`src/rtl/mem_fifo_ctrl.sv`:
```
// FIFO controller around the dual-port write-first `mem` block. Slot DEPTH-1 absorbs
// idle-cycle writes. Define FIFO_LEVEL_EN to expose the occupancy as `level`.
module mem_fifo_ctrl #(
    parameter int WIDTH = 32,
    parameter int DEPTH = 256,
    localparam int AW = $clog2(DEPTH)
) (
    input  logic             clk,
    input  logic             rst_n,
    input  logic             in_valid,
    output logic             in_ready,
    input  logic [WIDTH-1:0] in_data,
    output logic             out_valid,
    input  logic             out_ready,
    output logic [WIDTH-1:0] out_data,
    output logic [AW-1:0]    mem_write_addr,
    output logic [WIDTH-1:0] mem_write_data,
    output logic [AW-1:0]    mem_read_addr,
    input  logic [WIDTH-1:0] mem_read_data
`ifdef FIFO_LEVEL_EN
    ,
    output logic [AW-1:0]    level
`endif
);

    localparam logic [AW-1:0] LAST_PTR = AW'(DEPTH - 2);
    localparam logic [AW-1:0] SINK     = AW'(DEPTH - 1);

    logic [AW-1:0] head;
    logic [AW-1:0] tail;
    logic [AW-1:0] count;
    logic [AW-1:0] count_next;
    logic          push;
    logic          pop;

    function automatic logic [AW-1:0] inc(input logic [AW-1:0] x);
        return (x == LAST_PTR) ? '0 : x + AW'(1);
    endfunction

    assign in_ready = (count != SINK);
    assign push     = in_valid & in_ready;
    assign pop      = out_valid & out_ready;

    assign out_data       = mem_read_data;
    assign mem_write_data = in_data;
    assign mem_write_addr = push ? tail : SINK;
    // Prefetch the next head so back-to-back pops see data without a bubble.
    assign mem_read_addr  = pop ? inc(head) : head;

    // NOTE: every output of a combinational block gets a default first, so no latch is inferred.
    always_comb begin
        count_next = count;
        if (push && !pop) begin
            count_next = count + AW'(1);
        end else if (!push && pop) begin
            count_next = count - AW'(1);
        end
    end

    // NOTE: sequential state uses non-blocking assignments so all registers update together.
    always_ff @(posedge clk or negedge rst_n) begin
        if (!rst_n) begin
            head      <= '0;
            tail      <= '0;
            count     <= '0;
            out_valid <= 1'b0;
        end else begin
            if (push) tail <= inc(tail);
            if (pop)  head <= inc(head);
            count     <= count_next;
            out_valid <= (count_next != '0);
        end
    end

`ifdef FIFO_LEVEL_EN
    assign level = count;
`endif

endmodule

```
`config.mk`:
```
export PLATFORM = sky130hd
export DESIGN_NAME = mem_fifo_ctrl
export DESIGN_NICKNAME = d
export VERILOG_FILES = /design/src/rtl/mem_fifo_ctrl.sv
export SDC_FILE = /design/constraint.sdc
export NUM_CORES = 1
export LEC_CHECK = 0
export BUFFER_PORTS_ARGS = -buffer_cell sky130_fd_sc_hd__buf_4
export CAP_MARGIN = 20
export CORE_AREA = 2 2 56 97
export CTS_BUF_LIST = sky130_fd_sc_hd__clkbuf_4
export CTS_CLUSTER_SIZE = 24
export DETAILED_ROUTE_END_ITERATION = 16
export DIE_AREA = 0 0 58 99
export PLACE_DENSITY_LB_ADDON = 0.1
export SYNTH_ARGS = -nofsm -noshare
export SYNTH_HDL_FRONTEND = slang
export SYNTH_SLANG_ARGS = --single-unit
```
`constraint.sdc`:
```
create_clock -name clk -period 2.6 [get_ports clk]
set_input_delay 0.65 -clock clk [delete_from_list [all_inputs] [get_ports clk]]
set_output_delay 0.65 -clock clk [all_outputs]
set_load 0.005 [all_outputs]
```
### Word-level counts from Yosys, hierarchy flattened

Cells that the tools add are included.

| storage, ports and cells | value |
|---|---|
| register bits after elaboration | 25 |
| word-level logic and storage cells | 24 |
| output and inout port bits | 82 |
| bits of input ports | 68 |

| operators by class | value |
|---|---|
| mux-type cells | 6 |
| equal/unequal tests | 3 |
| bitwise gates (word level) | 2 |
| add/subtract/negate cells | 4 |
| reductions and logical operators | 5 |

Operator list:

| cell | count |
|---|---|
| 8-bit 2-to-1 mux | 6 |
| 8-bit by 1-bit adder with 8-bit output (second input constant) | 3 |
| 8-bit equality test (second input constant) | 2 |
| 8-bit != test (second input constant) | 1 |
| 8-bit nonzero test | 1 |
| 8-bit by 1-bit subtractor with 8-bit output (second input constant) | 1 |
| 1-bit AND | 2 |
| 1-bit logical AND | 2 |
| 1-bit logical NOT | 2 |

### Depth between registers and ports, before layout

| logic depth | value |
|---|---|
| depth in word-level cells | 7 |
| gate-level depth with buffers | 9 |
| gate-level depth less buffers | 8 |

### Worst setup path after synthesis

No wires, ideal clock.

| path | value |
|---|---|
| path kind | register to output |
| start | register count[0] |
| end | output mem_write_addr[4] |
| buffers on the path | 2 |
| slack | 0.314 ns |
| required time | 1.950 ns |
| data arrival time | 1.636 ns |
| stages on the path, launching flop included | 7 |
| path through | dfrtp_1 -> ha_1 -> nand4_1 -> o21a_1 -> clkbuf_1 -> clkbuf_1 -> nand2b_1 |

| between the ends | value |
|---|---|
| cells in the longest elaborated chain, start to end | 3 |

Ends and longest elaborated chain:

| what | line | text |
|---|---|---|
| from (decl) | 31 | `logic [AW-1:0] count;` |
| from (signal assigned) | 70 | `count <= count_next;` |
| 8-bit != test | 40 | `assign in_ready = (count != SINK);` |
| 1-bit AND | 41 | `assign push = in_valid & in_ready;` |
| 8-bit 2-to-1 mux | 46 | `assign mem_write_addr = push ? tail : SINK;` |
| to (decl) | 16 | `output logic [AW-1:0] mem_write_addr,` |

Every way passes these cells.

### Final worst setup path

| path | value |
|---|---|
| start | register head[0] |
| end | output mem_read_addr[6] |

| between the ends | value |
|---|---|
| cells in the longest elaborated chain, start to end | 3 |
| elaborated cells between the ends (all ways) | 4 |
| those cells by class | 1 x add/sub; 1 x eq/ne; 2 x mux |

Ends and longest elaborated chain:

| what | line | text |
|---|---|---|
| from (decl) | 29 | `logic [AW-1:0] head;` |
| from (signal assigned) | 69 | `if (pop) head <= inc(head);` |
| 8-bit by 1-bit adder with 8-bit output / 8-bit equality test (equally long branches) | 37 | `return (x == LAST_PTR) ? '0 : x + AW'(1);` |
| 8-bit 2-to-1 mux * | 37 |  |
| 8-bit 2-to-1 mux * | 48 | `assign mem_read_addr = pop ? inc(head) : head;` |
| to (decl) | 18 | `output logic [AW-1:0] mem_read_addr,` |

Mark *: on every way between the ends. The rest lies on a longest branch, timed or not.

==> metrics.log <==
[metrics] final total negative setup slack: 0 ps
[metrics] library cells used by synthesis: 40
[metrics] Relative slew margins: 0.569
[metrics] critical-path maximum fanout: 6
[metrics] smallest hold slack: 203 ps
[metrics] number of cells on the worst reg-to-reg path: 8
[metrics] level count of the clock H-tree: 1
[metrics] highest-delay cell along the critical path: sky130_fd_sc_hd__dfrtp_1
[metrics] DRC viols: 0
[metrics] Vias: 1414
[metrics] power density over cell area: 874 mW/mm2
[metrics] compound-cell area share of the yosys netlist: 0.136
[metrics] width of the chip: 58 um
[metrics] worst-margin pin slew: 637 ps
[metrics] I/O Buffers: 21
[metrics] number of sinks handled by clock tree synthesis: 25
[metrics] wire length after detailed routing: 4.02 mm
[metrics] Final #Nets: 281
[metrics] total congestion overflow: 0
[metrics] layout cells sized above 1: 0.214
[metrics] Die Span Y: 99 um
[metrics] required time at the worst-slack endpoint: 1950 ps
[metrics] largest net degree at the start of global routing: 26
[metrics] register bit total from synthesis: 25
[metrics] async set-or-reset flop fraction in the synthesized netlist: 1.00
[metrics] max capacitance violation total: 0
[metrics] critical path type: reg -> out
[metrics] number of antenna violations at the first check in global routing: 0
[metrics] mean post-synth cell area: 8.21 um2
[metrics] Fill cells: 527
[metrics] number of search-and-repair iterations in the first detailed-routing pass: 4
[metrics] Final Critical Period: 2430 ps
[metrics] clock latency on the worst-skew pair: 320 ps
[metrics] synthesized-area fraction occupied by adder cells: 0.0370
[metrics] Clk Tree Root Cell: sky130_fd_sc_hd__clkbuf_4
[metrics] portion of synthesized cell area occupied by the leading cell type: 0.309
[metrics] Register-to-Register Setup Slack: 220 ps
[metrics] largest area contributor in the netlist: sky130_fd_sc_hd__dfrtp_1
[metrics] Synth warnings: 0
[metrics] final hold vios: 0
[metrics] Mapped Area: 0.00203 mm2
[metrics] average routed wire per standard cell: 15.5 um
[metrics] reg-to-reg critical path endpoint: out_valid
[metrics] status: complete, no violations
[metrics] maximum count of clock buffers along a single path: 2
[metrics] DR vias/cell: 5.44
[metrics] number of buffer and inverter stages on the critical path: 3
[metrics] worst ir drop on vdd: 445 uV
[metrics] Crit path top cell by count: sky130_fd_sc_hd__buf_4
[metrics] type of the worst min-delay path: in -> async
[metrics] combinational family with the most area after synthesis: buffers and inverters
[metrics] weighted congestion reported at the end of routability-driven placement: 0.848
[metrics] cell family with most CP delay: flip-flops
[metrics] cell breakdown of the critical path: inv_1 > ha_1 > nand3_1 > nor2_4 > buf_4 > o21ai_0 > buf_4
[metrics] clock buffers created by TritonCTS: 3
[metrics] Total GRT Usage: 0.146
[metrics] top area cells in the synthesized netlist: sky130_fd_sc_hd__dfrtp_1 31%, sky130_fd_sc_hd__buf_4 24%, sky130_fd_sc_hd__o21ai_0 5.4%, sky130_fd_sc_hd__nand2_1 4.6%, sky130_fd_sc_hd__ha_1 3.7%
[metrics] wire length of the first global-routing pass: 6.62 mm
[metrics] Top-Level Pins: 150
[metrics] leakage power of the design: 0.797 nW
[metrics] fin. max-slew vios: 0
[metrics] kind of end point of the critical path: output pin
[metrics] sequential cell area fraction in the yosys report: 0.309
[metrics] Crit Reg-Reg Startpoint: count[0]
[metrics] die area: 0.00574 mm2
[metrics] Final ANT Viol Nets: 0
[metrics] initial standard-cell utilization of the core: 0.411
[metrics] synthesized-area fraction occupied by xor and xnor cells: 0.0389
[metrics] number of diodes added for antenna fixing: 0
[metrics] Rows: 34
[metrics] Detailed Route Iter0 Violations: 43
[metrics] total setup violations reported at the end of the flow: 0
[metrics] simple-gate share of the synthesized area: 0.201
[metrics] setup repair after global routing missed its margin: no
[metrics] Final period util: 0.934
[metrics] fmax: 412 MHz
[metrics] number of enable-type register cells in the synthesized netlist: 0
[metrics] mux contribution to synthesized area: 0.00494
[metrics] layout-stage area growth over the synthesis result: -9.44%
[metrics] vias in the first global route: 1398
[metrics] Clock transition at path regs: 150 ps
[metrics] Worst Path Arrival: 1780 ps
[metrics] clock skew: 10.7 ps
[metrics] FF+latch area: 628 um2
[metrics] cell count after synthesis: 247
[metrics] final HPWL from detailed placement: 3.05 mm
[metrics] Crit. Startpoint: head[0]
[metrics] multi-input gate area in the final layout: 868 um2
[metrics] area of the placeable core: 0.00493 mm2
[metrics] post-synthesis net count: 321
[metrics] Critical Path Max Stage Delay: 430 ps
[metrics] most common flop cell mapped by yosys: sky130_fd_sc_hd__dfrtp_1
[metrics] type of origin of the critical path: flip-flop
[metrics] CTS tree: done
==> stage by stage <==
step	power, W	cell area, um2	setup slack (ps)	utilization	instances
final	0.00160	1840	172	0.372	260
after global routing	0.00175	1840	12.5	0.372	260
after CTS	0.00159	1780	6.42	0.361	256
after detailed placement	0.00140	1750	91.3	0.355	252
after global placement	0.00139	1750	125	0.355	252
after floorplan	0.00122	2030	314	-	247
==> flip-flops by register name, summed over array words and instances (netlist names) <==
signal and cells:
count 8, head 8, out_valid 1, tail 8
==> cell type report <==
class / count / share of cell area
clock buffer: 3 / 0.0123
clock inverter: 1 / 0.00273
inverter: 6 / 0.0123
multi-input combinational: 142 / 0.473
sequential: 25 / 0.342
tap: 54 / 0.0368
timing repair buffer: 29 / 0.121
==> cells in the mapped netlist (3+ instances only) <==
master and count:
sky130_fd_sc_hd__o21ai_0 22, sky130_fd_sc_hd__buf_2 5, sky130_fd_sc_hd__and3_2 3, sky130_fd_sc_hd__nand2_1 25, sky130_fd_sc_hd__dfrtp_1 25, sky130_fd_sc_hd__nand4_1 4, sky130_fd_sc_hd__inv_1 6, sky130_fd_sc_hd__xor2_1 5
sky130_fd_sc_hd__clkbuf_1 4, sky130_fd_sc_hd__ha_1 6, sky130_fd_sc_hd__xnor2_1 4, sky130_fd_sc_hd__a21oi_1 7, sky130_fd_sc_hd__nand3_1 10, sky130_fd_sc_hd__buf_4 64, sky130_fd_sc_hd__and3_1 3, sky130_fd_sc_hd__nand2b_1 7
sky130_fd_sc_hd__o31ai_1 3, sky130_fd_sc_hd__nor2_1 16
==> kinds of logic after synthesis <==
kind of cell | count (synthesis)
AO/OA/AOI/OAI | 46
XOR/XNOR | 9
adder cells (fa/ha/maj) | 6
buffers and inverters | 80
flip-flops | 25
multiplexers | 1
AND/OR/NAND/NOR | 80
==> how the worst max path moves through the flow <==
stage | end | slack, ps | cells after the start
floorplan | mem_write_addr[4] | 310 | 6
global placement | out_valid | 130 | 7
detailed placement | out_valid | 90 | 7
CTS | mem_read_addr[2] | 6 | 8
global route | mem_read_addr[5] | 10 | 6
finish | mem_read_addr[6] | 170 | 7
==> worst reg2reg max path, delay by kind of cell (launching register included) <==
family          cells  cell delay, ps
compound gates      3             490
simple gates        3            1050
flops               1             490
buf+inv             1              80
fa+ha+maj           1             150
==> layout by cell type, fill, tap and decap left out, drive strengths merged, types with 3 or more instances in the layout <==
cell / Yosys / routed
a21oi: 7 / 7
and3: 6 / 6
buf: 70 / 29
clkbuf: 4 / 3
dfrtp: 25 / 25
ha: 6 / 6
inv: 6 / 6
nand2: 25 / 25
nand2b: 7 / 7
nand3: 11 / 11
nand4: 4 / 4
nor2: 16 / 16
o21ai: 23 / 23
o31ai: 3 / 3
xnor2: 4 / 4
xor2: 5 / 5
==> repair_timing <==
| item | in CTS | in global routing |
|---|---|---|
| gates resized for setup | 1 | 8 |
| hold buffers | 0 | 0 |
| buffers inserted | 0 | 4 |
| endpoints found under the setup margin | 1 | 14 |
| pin swaps | 0 | 1 |
==> where the power goes <==
part | total, W | switching (W) | internal, W
sequential | 0.000783 | 0.000245 | 0.000538
clock | 0.000177 | 0.000119 | 0.0000575
combinational | 0.000644 | 0.000319 | 0.000324
total | 0.00160 | 0.000684 | 0.000920
==> metal layers <==
layer,global-route usage,share of wire
met1,0.180,0.43
met2,0.247,0.49
met3,0.0236,0.063
met4,0.0626,0.025
met5,0,0
(Power assumes the default switching activity.)
